File: config.mk
export PLATFORM = sky130hd
export DESIGN_NAME = bus_router_q
export DESIGN_NICKNAME = d
export VERILOG_FILES = /design/src/rtl/router_pkg.sv /design/src/rtl/router_fifo.sv /design/src/rtl/bus_router_q.sv
export SDC_FILE = /design/constraint.sdc
export NUM_CORES = 1
export LEC_CHECK = 0
export ABC_AREA = 1
export CAP_MARGIN = 20
export CORE_ASPECT_RATIO = 0.6
export CORE_UTILIZATION = 45
export DETAILED_ROUTE_END_ITERATION = 8
export GPL_ROUTABILITY_DRIVEN = 1
export HOLD_SLACK_MARGIN = 0.1
export PLACE_DENSITY = 0.78
export SLEW_MARGIN = 15
export SYNTH_ARGS = -nofsm -noshare
export SYNTH_HDL_FRONTEND = slang
export SYNTH_HIERARCHICAL = 1
export SYNTH_SLANG_ARGS = --single-unit
export TNS_END_PERCENT = 20
File: constraint.sdc
create_clock -name CLK -period 7.84 [get_ports CLK]
set_clock_uncertainty 0.05 [all_clocks]
set_input_delay 2.352 -clock CLK [delete_from_list [all_inputs] [get_ports CLK]]
set_output_delay 2.352 -clock CLK [all_outputs]
set_load 0.05 [all_outputs]
File: src/rtl/router_pkg.sv
`default_nettype none
// ============================================================================
// Module   : router_pkg
// Brief    : Write-mode encodings and pending-write entry layout for the
//            Kalman datapath bus router.
// Revision : 1.0  initial release
// ============================================================================
package router_pkg;

    localparam int DEF_W     = 24;
    localparam int DEF_ADDRW = 5;

    typedef logic [1:0] wr_mode_t;

    localparam wr_mode_t WR_PASS   = 2'd0;
    localparam wr_mode_t WR_QUEUED = 2'd1;
    localparam wr_mode_t WR_OFF    = 2'd2;
    localparam wr_mode_t WR_FORCE  = 2'd3;

    // Entry layout at default widths; instances with other widths declare
    // the same {data, addr} ordering locally.
    typedef struct packed {
        logic [DEF_W-1:0]     data;
        logic [DEF_ADDRW-1:0] addr;
    } wr_entry_t;

endpackage : router_pkg
`default_nettype wire

File: src/rtl/router_fifo.sv
`default_nettype none
// ============================================================================
// Module   : router_fifo
// Brief    : Synchronous pending-write FIFO; push while full is accepted only
//            when a pop happens in the same cycle.
// Revision : 1.0  initial release
// ============================================================================
module router_fifo #(
    parameter int W_ENTRY = 29,
    parameter int DEPTH   = 4
) (
    input  logic               clk,
    input  logic               rst_n,
    input  logic               i_push,
    input  logic               i_pop,
    input  logic [W_ENTRY-1:0] i_din,
    output logic [W_ENTRY-1:0] o_dout,
    output logic               o_full,
    output logic               o_empty
);

    localparam int PTRW = $clog2(DEPTH);

    logic [W_ENTRY-1:0] r_mem [DEPTH];
    logic [PTRW-1:0]    r_wr_ptr;
    logic [PTRW-1:0]    r_rd_ptr;
    logic [PTRW:0]      r_count;

    logic w_do_push;
    logic w_do_pop;

    assign o_full    = (r_count == (PTRW+1)'(DEPTH));
    assign o_empty   = (r_count == '0);
    assign o_dout    = r_mem[r_rd_ptr];
    assign w_do_pop  = i_pop && !o_empty;
    assign w_do_push = i_push && (!o_full || w_do_pop);

    always_ff @(posedge clk) begin
        if (!rst_n) begin
            r_wr_ptr <= '0;
            r_rd_ptr <= '0;
            r_count  <= '0;
        end else begin
            if (w_do_push) r_wr_ptr <= r_wr_ptr + 1'b1;
            if (w_do_pop)  r_rd_ptr <= r_rd_ptr + 1'b1;
            case ({w_do_push, w_do_pop})
                2'b10:   r_count <= r_count + 1'b1;
                2'b01:   r_count <= r_count - 1'b1;
                default: r_count <= r_count;
            endcase
        end
    end

    // Storage needs no reset: pointers alone define validity.
    always_ff @(posedge clk) begin
        if (w_do_push) r_mem[r_wr_ptr] <= i_din;
    end

endmodule : router_fifo
`default_nettype wire

File: src/rtl/bus_router_q.sv
`default_nettype none
// ============================================================================
// Module   : bus_router_q
// Brief    : Registered data/address bus router with pass, queued, off and
//            force write modes plus an external-address burst counter.
// Revision : 1.0  initial release
// ============================================================================
module bus_router_q
    import router_pkg::*;
#(
    parameter int W     = DEF_W,
    parameter int ADDRW = DEF_ADDRW,
    parameter int NSRC  = 4,
    parameter int DEPTH = 4
) (
    input  logic                     CLK,
    input  logic                     RST_N,
    input  logic [NSRC*W-1:0]        SRC_DATA,
    input  logic [ADDRW-1:0]         CTL_A,
    input  logic [ADDRW-1:0]         CTL_B,
    input  logic [ADDRW-1:0]         DIR_EXT,
    input  logic                     WRITE_REQ,
    input  logic                     READY,
    input  logic [$clog2(NSRC)-1:0]  sel_data,
    input  logic                     sel_zero,
    input  logic                     sel_dira,
    input  logic                     sel_dirb,
    input  logic [1:0]               sel_write,
    input  logic                     burst_start,
    input  logic [ADDRW-1:0]         burst_len,
    output logic [W-1:0]             db_data,
    output logic [ADDRW-1:0]         db_dira,
    output logic [ADDRW-1:0]         db_dirb,
    output logic                     db_write,
    output logic                     burst_busy,
    output logic                     fifo_empty,
    output logic                     fifo_full,
    output logic                     overflow
);

    localparam int SELW    = $clog2(NSRC);
    localparam int NSLOT   = 1 << SELW;
    localparam int W_ENTRY = W + ADDRW;

    typedef struct packed {
        logic [W-1:0]     data;
        logic [ADDRW-1:0] addr;
    } entry_t;

    logic [W-1:0]     w_src [NSLOT];
    logic [ADDRW-1:0] w_ext;
    logic [W-1:0]     w_live_data;
    logic [ADDRW-1:0] w_live_a;
    logic [ADDRW-1:0] w_live_b;
    entry_t           w_push_entry;
    entry_t           w_head;
    logic             w_fifo_full;
    logic             w_fifo_empty;
    logic             w_is_queued;
    logic             w_push;
    logic             w_pop;
    logic             w_drop;
    logic             w_accepted;
    logic [W-1:0]     w_nxt_data;
    logic [ADDRW-1:0] w_nxt_a;
    logic [ADDRW-1:0] w_nxt_b;
    logic             w_nxt_write;

    logic [W-1:0]     r_db_data;
    logic [ADDRW-1:0] r_db_dira;
    logic [ADDRW-1:0] r_db_dirb;
    logic             r_db_write;
    logic             r_overflow;
    logic             r_burst_busy;
    logic [ADDRW-1:0] r_burst_addr;
    logic [ADDRW-1:0] r_remaining;

    // Unused select codes (NSRC not a power of two) read as zero.
    generate
        for (genvar k = 0; k < NSLOT; k++) begin : g_src
            if (k < NSRC) begin : g_used
                assign w_src[k] = SRC_DATA[k*W +: W];
            end else begin : g_pad
                assign w_src[k] = '0;
            end
        end
    endgenerate

    assign w_ext       = r_burst_busy ? r_burst_addr : DIR_EXT;
    assign w_live_data = sel_zero ? '0 : w_src[sel_data];
    assign w_live_a    = sel_dira ? w_ext : CTL_A;
    assign w_live_b    = sel_dirb ? w_ext : CTL_B;

    assign w_push_entry = '{data: w_live_data, addr: w_live_a};

    assign w_is_queued = (sel_write == WR_QUEUED);
    assign w_pop       = w_is_queued && READY && !w_fifo_empty;
    assign w_push      = w_is_queued && WRITE_REQ && (!w_fifo_full || w_pop);
    assign w_drop      = w_is_queued && WRITE_REQ && w_fifo_full && !w_pop;

    router_fifo #(
        .W_ENTRY (W_ENTRY),
        .DEPTH   (DEPTH)
    ) u_fifo (
        .clk     (CLK),
        .rst_n   (RST_N),
        .i_push  (w_push),
        .i_pop   (w_pop),
        .i_din   (w_push_entry),
        .o_dout  (w_head),
        .o_full  (w_fifo_full),
        .o_empty (w_fifo_empty)
    );

    always_comb begin
        w_nxt_data  = w_live_data;
        w_nxt_a     = w_live_a;
        w_nxt_b     = w_live_b;
        w_nxt_write = 1'b0;
        w_accepted  = 1'b0;
        case (sel_write)
            WR_PASS: begin
                w_nxt_write = WRITE_REQ;
                w_accepted  = WRITE_REQ;
            end
            WR_QUEUED: begin
                w_accepted = w_push;
                if (w_pop) begin
                    w_nxt_data  = w_head.data;
                    w_nxt_a     = w_head.addr;
                    w_nxt_write = 1'b1;
                end
            end
            WR_FORCE: begin
                w_nxt_write = 1'b1;
                w_accepted  = 1'b1;
            end
            default: ;
        endcase
    end

    always_ff @(posedge CLK) begin
        if (!RST_N) begin
            r_db_data  <= '0;
            r_db_dira  <= '0;
            r_db_dirb  <= '0;
            r_db_write <= 1'b0;
            r_overflow <= 1'b0;
        end else begin
            r_db_data  <= w_nxt_data;
            r_db_dira  <= w_nxt_a;
            r_db_dirb  <= w_nxt_b;
            r_db_write <= w_nxt_write;
            if (w_drop) r_overflow <= 1'b1;
        end
    end

    // A restart takes precedence over advancing on the same cycle's write.
    always_ff @(posedge CLK) begin
        if (!RST_N) begin
            r_burst_busy <= 1'b0;
            r_burst_addr <= '0;
            r_remaining  <= '0;
        end else if (burst_start) begin
            r_burst_busy <= (burst_len != '0);
            r_burst_addr <= DIR_EXT;
            r_remaining  <= burst_len;
        end else if (r_burst_busy && w_accepted) begin
            r_burst_addr <= r_burst_addr + 1'b1;
            r_remaining  <= r_remaining - 1'b1;
            if (r_remaining == ADDRW'(1)) r_burst_busy <= 1'b0;
        end
    end

    assign db_data    = r_db_data;
    assign db_dira    = r_db_dira;
    assign db_dirb    = r_db_dirb;
    assign db_write   = r_db_write;
    assign burst_busy = r_burst_busy;
    assign fifo_empty = w_fifo_empty;
    assign fifo_full  = w_fifo_full;
    assign overflow   = r_overflow;

endmodule : bus_router_q
`default_nettype wire
==> impl_metrics.py, run 1 <==
metrics = {
    "global_routing": {
        "globalRouteTotalUtil": 0.2125,
        "grt-ovfl-total": 0,
        "antenna_found_initial": 0,
        "grt_pass1_wl_um": 30820,
        "grt_max_degree": 60,
        "grt_pass1_vias": 5965,
    },
    "setup_path": {
        "worstSetupStartpointType": "primary input",
        "path_class": "primary input to flop",
        "crit_arrival_ps": 5090,
        "rrSetupSlack_ps": 4730,
        "rr_startpoint": "u_fifo/r_count[1]",
        "crit_start": "sel_write[1]",
        "crit_fanout": 56,
        "end_kind": "flop",
        "critPathRequiredTime_ps": 8100,
    },
    "clock_network": {
        "cts_buffers": 17,
        "h-tree-depth": 4,
        "cts_hold_buf": 0,
        "cts.clk_slew.worst_paths_ps": 60,
        "cts_resized": 0,
        "clock_latency_ps": 420,
        "post_cts.repair.setup_buffers": 0,
        "cts-root-buf": "clkbuf_16",
        "cts_tree": "built",
        "cts.path.max_buffers": 2,
        "numClockSinks": 172,
    },
    "power_and_ir_drop": {
        "p_per_area_nw_per_um2": 203.8,
        "switching_share": 0.2442,
        "leakagePower_nw": 3.776,
        "pwr-share-seq": 0.479,
        "switchingPower_w": 0.0005152,
        "p_int_w": 0.001595,
        "power.share.clock": 0.392,
        "vdd_drop_max_v": 0.0001462,
        "p_comb_frac": 0.129,
    },
    "synth": {
        "synth_nets": 950,
        "post_synth_and_or_nand_nor_area_fraction": 0.1517,
        "synth_compound_area_frac": 0.1888,
        "synth_xor_area_frac": 0.001086,
        "synth_top_family_by_area": "compound AO/OA/AOI/OAI gates",
        "netlist_instances": 813,
        "ys_ff_latch": 172,
        "yosysTopAreaCell": "edfxtp_1",
        "synthesis.area_um2": 8065,
        "ys_warn_count": 6,
        "syn_area_per_cell_um2": 9.920,
        "ys_types": 34,
        "muxShareOfSynthArea": 0.002792,
        "netlist_top_cells_area": "edfxtp_1 (43%), dfxtp_1 (14%), o21ai_0 (9.1%), nor2_1 (5.4%), nand2_1 (3.5%)",
        "seq_area_frac_synth": 0.5709,
        "synth.top_cell.area_share": 0.4319,
        "yosys.area_share.adder": 0.01489,
    },
    "cells_and_area": {
        "areaGrowthSynthToFinish_pct": 28.41,
        "n_antenna_cell": 0,
        "stdcell_count": 1200,
        "drive_above_1_share": 0.1180,
        "nNetsFinal": 1090,
        "nFillCells": 1394,
    },
    "worst_hold_path": {
        "min_from": "overflow",
        "hp-class": "flop to flop",
    },
    "drt": {
        "wl_per_cell_um": 15.74,
        "drt_iter0_drc": 575,
        "vias": 6239,
        "dr.pass1.iters": 5,
        "viasPerCell": 5.199,
        "drc": 0,
        "wirelength_um": 18890,
        "antenna_left": 0,
    },
    "floorplan": {
        "die_y_um": 105.7,
        "core_um2": 17310,
        "start_util": 0.4658,
        "die_x_um": 174.8,
        "num_rows": 37,
        "die_area_um2": 18480,
        "io_pins": 167,
    },
    "outcome": {
        "outcome": "finished, final reports clean",
    },
    "placement": {
        "dpl.hpwl_um": 12240,
        "io_buffer_count": 166,
        "dp_cells": 1168,
        "place_congestion": 0.8154,
    },
    "timing": {
        "slew-limit-headroom": 0.3184,
        "rsz0062_at_grt": "no",
        "final_max_slew_viol_count": 0,
        "fmax_mhz": 207.1,
        "worst_slew_pin_slew_ps": 1021,
        "period_minus_slack_ps": 4829,
        "fin_tns_setup_ps": 0,
        "finalHoldViolations": 0,
        "finalCritPeriodShare": 0.6159,
        "setup_violations": 0,
    },
    "flow_run": {
        "drv_cap": 0,
    },
}
## critical path: stages
cell             delay [ps]
clkdlybuf4s50_1         500
nor2_1                   70
nand2_2                  60
buf_4                   460
nand2_1                  90
nand2_1                 110
inv_1                    90
nand2_1                 330
ha_1                    230
inv_1                    60
fa_1                    380
inv_1                    60
nand2_1                  40
nand3_1                  80
nand2_1                  50
nand2_1                  50
nor2_1                   40
## final timing paths
path,end,cells after the start
max,u_fifo/r_count[2],17
min,overflow,2
max reg2reg,u_fifo/r_count[2],19
min reg2reg,overflow,2
## cell families after synthesis
group                      after synthesis
AOI/OAI and AO/OA                      257
and+or+nand+nor                        253
DFF                                    172
buffers and inverters                  119
adders and majority gates                9
muxes                                    2
xor gates and xnor gates                 1
## through the flow
| step | hold WS (ps) | worst slack [ps] | cell area [µm²] | total power [W] | util |
|---|---|---|---|---|---|
| after floorplan | 405.5 | 2928 | 8065 | 0.001182 | - |
| after global placement | 416.3 | 2609 | 9786 | 0.001297 | 0.5652 |
| after detailed placement | 419.1 | 2564 | 9786 | 0.001302 | 0.5652 |
| after CTS | 430.6 | 2998 | 10360 | 0.002120 | 0.5981 |
| after global routing | 465.7 | 2760 | 10360 | 0.002186 | 0.5981 |
| final | 425.5 | 3011 | 10360 | 0.002110 | 0.5981 |
## synthesized netlist by cell type
master    count
o211ai_1      3
nand4_1       2
o22ai_1      33
nor2_4       20
mux2_2        2
nand2_1      76
inv_1        62
o21ai_1       6
nand3_2       9
buf_12        3
o22ai_2      20
xor2_1        1
nor2_1      117
fa_1          1
nand2_2       2
a21oi_2       7
inv_2         6
o21ai_2       1
clkinv_1      1
dfxtp_1      56
buf_6         2
clkbuf_1     16
nor2_2        9
o21ai_0     147
nand2_4       2
ha_1          8
nor3_1        4
buf_2        18
nand3_1      12
edfxtp_1    116
buf_4         8
a21oi_1      34
a31oi_1       6
buf_1         3
## per-layer routing
metal | vias to the layer above | part of all wire | track usage
li1 | 3099 | - | -
met5 | - | 0 | 0
met3 | 14 | 0.058 | 0.04654
met4 | 0 | 0.0084 | 0.04783
met2 | 184 | 0.45 | 0.3220
met1 | 2942 | 0.48 | 0.3102
## power groups by stage
stage,registers [W],logic (W),clock network [W]
3_5_place_dp,0.00103,0.000272,0
3_3_place_gp,0.00103,0.000269,0
6_report,0.00101,0.000273,0.000827
2_1_floorplan,0.00107,0.000111,0
5_1_grt,0.00101,0.000297,0.000877
4_1_cts,0.00101,0.000274,0.000836
## sequential cells by signal (all words and copies together), names as in the netlist, named ones only
register         count
u_fifo/r_mem       116
db_data             24
db_dira              5
db_dirb              5
r_burst_addr         5
r_remaining          5
u_fifo/r_count       3
u_fifo/r_rd_ptr      2
u_fifo/r_wr_ptr      2
burst_busy           1
db_write             1
overflow             1
## cell type report
type	instances	area, µm²	share of cell area
tap	234	292.8	0.02827
timing repair buffer	171	1699	0.1641
clock inverter	9	112.6	0.01087
multi-input combinational	522	2928	0.2827
sequential	172	4606	0.4447
inverter	69	260.3	0.02513
clock buffer	23	457.9	0.04422
## cell usage in the layout (no fill, tap or decap), types with 6 or more instances in the layout
| cell | count |
|---|---|
| a21oi_1 | 34 |
| a21oi_2 | 7 |
| a31oi_1 | 6 |
| clkbuf_16 | 17 |
| clkdlybuf4s50_1 | 166 |
| dfxtp_1 | 55 |
| edfxtp_1 | 116 |
| ha_1 | 8 |
| inv_1 | 62 |
| nand2_1 | 76 |
| nand3_1 | 12 |
| nand3_2 | 9 |
| nor2_1 | 113 |
| nor2_2 | 9 |
| nor2_4 | 24 |
| o21ai_0 | 147 |
| o21ai_1 | 6 |
| o22ai_1 | 33 |
| o22ai_2 | 20 |
(Power assumes the default switching activity.)
==> run 2: changes to the inputs <==
PLACE_DENSITY = 0.8   (was 0.78)
clock period = 3.9 ns   (was 7.84 ns; I/O delays follow)
==> run 2 against run 1 <==
  * Register-to-register slack got worse by 3500 ps
  * Utilization increased by 0.83 points
  * Critical path depth down 14
  * Global-route usage up 0.17 points
  * First-iteration DRC count decreased by 13%
  * Sequential power is 100% higher
  * Clock power grew 100%
  * Flip-flop and latch count is the same
  * Die area unchanged
  * Power up 100%
  * Combinational power up 100%
  * Highest routed layer unchanged
==> impl_metrics.py, run 2 (synthesis results as in run 1) <==
metrics = {
    "clock_network": {
        "cts_buffers": 17,
        "cts_tree": "built",
        "clock_latency_ps": 420,
        "cts_resized": 0,
        "cts_hold_buf": 0,
        "cts-root-buf": "clkbuf_16",
        "h-tree-depth": 4,
        "cts.clk_slew.worst_paths_ps": 70,
        "post_cts.repair.setup_buffers": 0,
        "numClockSinks": 172,
        "cts.path.max_buffers": 2,
    },
    "setup_path": {
        "worstSetupStartpointType": "flop",
        "cp_slowest_cell": "clkdlybuf4s50_1",
        "crit_chain": "inv_1 > nor3_1 > clkdlybuf4s50_1",
        "rr_startpoint": "u_fifo/r_count[1]",
        "rrSetupSlack_ps": 1230,
        "path_class": "flop to primary output",
        "end_kind": "primary output",
        "crit_fanout": 4,
        "r2r-end": "u_fifo/r_count[2]",
        "cpPeakStageDelay_ps": 880,
        "r2r_cells": 18,
        "crit_arrival_ps": 2040,
        "critPathRequiredTime_ps": 2680,
    },
    "timing": {
        "worst_slew_pin_slew_ps": 754.1,
        "final_max_slew_viol_count": 0,
        "fin_tns_setup_ps": 0,
        "setup_violations": 0,
        "fmax_mhz": 307.1,
        "slew-limit-headroom": 0.4967,
        "timing.final.ws_setup_ps": 643.4,
        "rsz0062_at_grt": "no",
        "finalHoldViolations": 0,
        "period_minus_slack_ps": 3257,
        "finalCritPeriodShare": 0.8350,
    },
    "drt": {
        "vias": 6396,
        "dr.pass1.iters": 7,
        "antenna_left": 0,
        "viasPerCell": 5.277,
        "wl_per_cell_um": 16.06,
        "wirelength_um": 19470,
        "drc": 0,
        "drt_iter0_drc": 501,
    },
    "cells_and_area": {
        "regMostFlops": "u_fifo/r_mem",
        "largest_register_ffs": 116,
        "drive_above_1_share": 0.1350,
        "areaGrowthSynthToFinish_pct": 30.19,
        "final_area_um2": 10500,
        "final_cell_mix": "clkdlybuf4s50_1 (166), o21ai_0 (147), edfxtp_1 (116)",
        "final_common_cell": "clkdlybuf4s50_1",
        "n_antenna_cell": 0,
        "nFillCells": 1454,
        "nNetsFinal": 1102,
    },
    "global_routing": {
        "globalRouteTotalUtil": 0.2142,
        "grt-ovfl-total": 0,
        "antenna_found_initial": 0,
        "grt_pass1_wl_um": 31280,
        "grt_max_degree": 59,
        "grt_pass1_vias": 6157,
    },
    "placement": {
        "place_congestion": 0.8170,
        "dpl.hpwl_um": 12780,
        "io_buffer_count": 166,
        "place_ws_ps": 226.5,
        "post_dp_cell_area_um2": 9913,
    },
    "worst_hold_path": {
        "hp-class": "flop to flop",
        "min_path_cells": 2,
        "min_to": "r_burst_addr[4]",
        "min_from": "r_burst_addr[4]",
    },
    "floorplan": {
        "die_y_um": 105.7,
        "die_x_um": 174.8,
        "die_area_um2": 18480,
        "start_util": 0.4658,
        "io_pins": 167,
        "num_rows": 37,
        "core_um2": 17310,
    },
    "outcome": {
        "outcome": "finished, final reports clean",
    },
    "power_and_ir_drop": {
        "total_power_w": 0.004250,
        "vdd_drop_max_v": 0.0003045,
        "p_per_area_nw_per_um2": 404.7,
        "leakagePower_nw": 3.854,
    },
    "flow_run": {
        "drv_cap": 0,
    },
}
## run 2: critical path, delay by kind of cell (launching register included)
kind          cells  cell delay [ps]
simple gates      1              310
buf+inv           2              960
flops             1              350
## run 2: layout make-up
cell class                 count  area [µm²]  area share
clock inverter                15       161.4     0.01537
tap                          234       292.8     0.02788
timing repair buffer         183        1827      0.1740
multi-input combinational    522        2928      0.2788
clock buffer                  17       425.4     0.04051
inverter                      69       260.3     0.02479
sequential                   172        4606      0.4386
## run 2: metal layers
metal,vias up,wire (µm),track usage
met5,-,0,0
li1,3136,-,-
met3,17,1050,0.04401
met2,188,9162,0.3509
met4,0,140,0.05031
met1,3055,9115,0.2921
## run 2: where the power goes
group	internal, W	switching, W
clock network	0.000904	0.000761
logic	0.000241	0.000316
registers	0.00201	0.0000233
## run 2: worst max path at each step
| stage | start | end | slack (ps) |
|---|---|---|---|
| final | u_fifo/r_count[2] | fifo_full | 640 |
| after global routing | sel_write[1] | u_fifo/r_count[2] | 430 |
| after CTS | u_fifo/r_count[2] | fifo_full | 640 |
| after detailed placement | sel_write[1] | u_fifo/r_count[2] | 230 |
| after global placement | sel_write[1] | u_fifo/r_count[2] | 300 |
| after floorplan | sel_write[0] | u_fifo/r_mem[0][0] | 170 |
## run 2: through the flow
stage | utilization | instances | hold WS, ps
finish | 0.6064 | 1212 | 434.6
global route | 0.6064 | 1212 | 457.9
CTS | 0.6064 | 1212 | 435.7
detailed placement | 0.5726 | 1180 | 424.4
global placement | 0.5726 | 1180 | 416.1
floorplan | - | 813 | 405.5
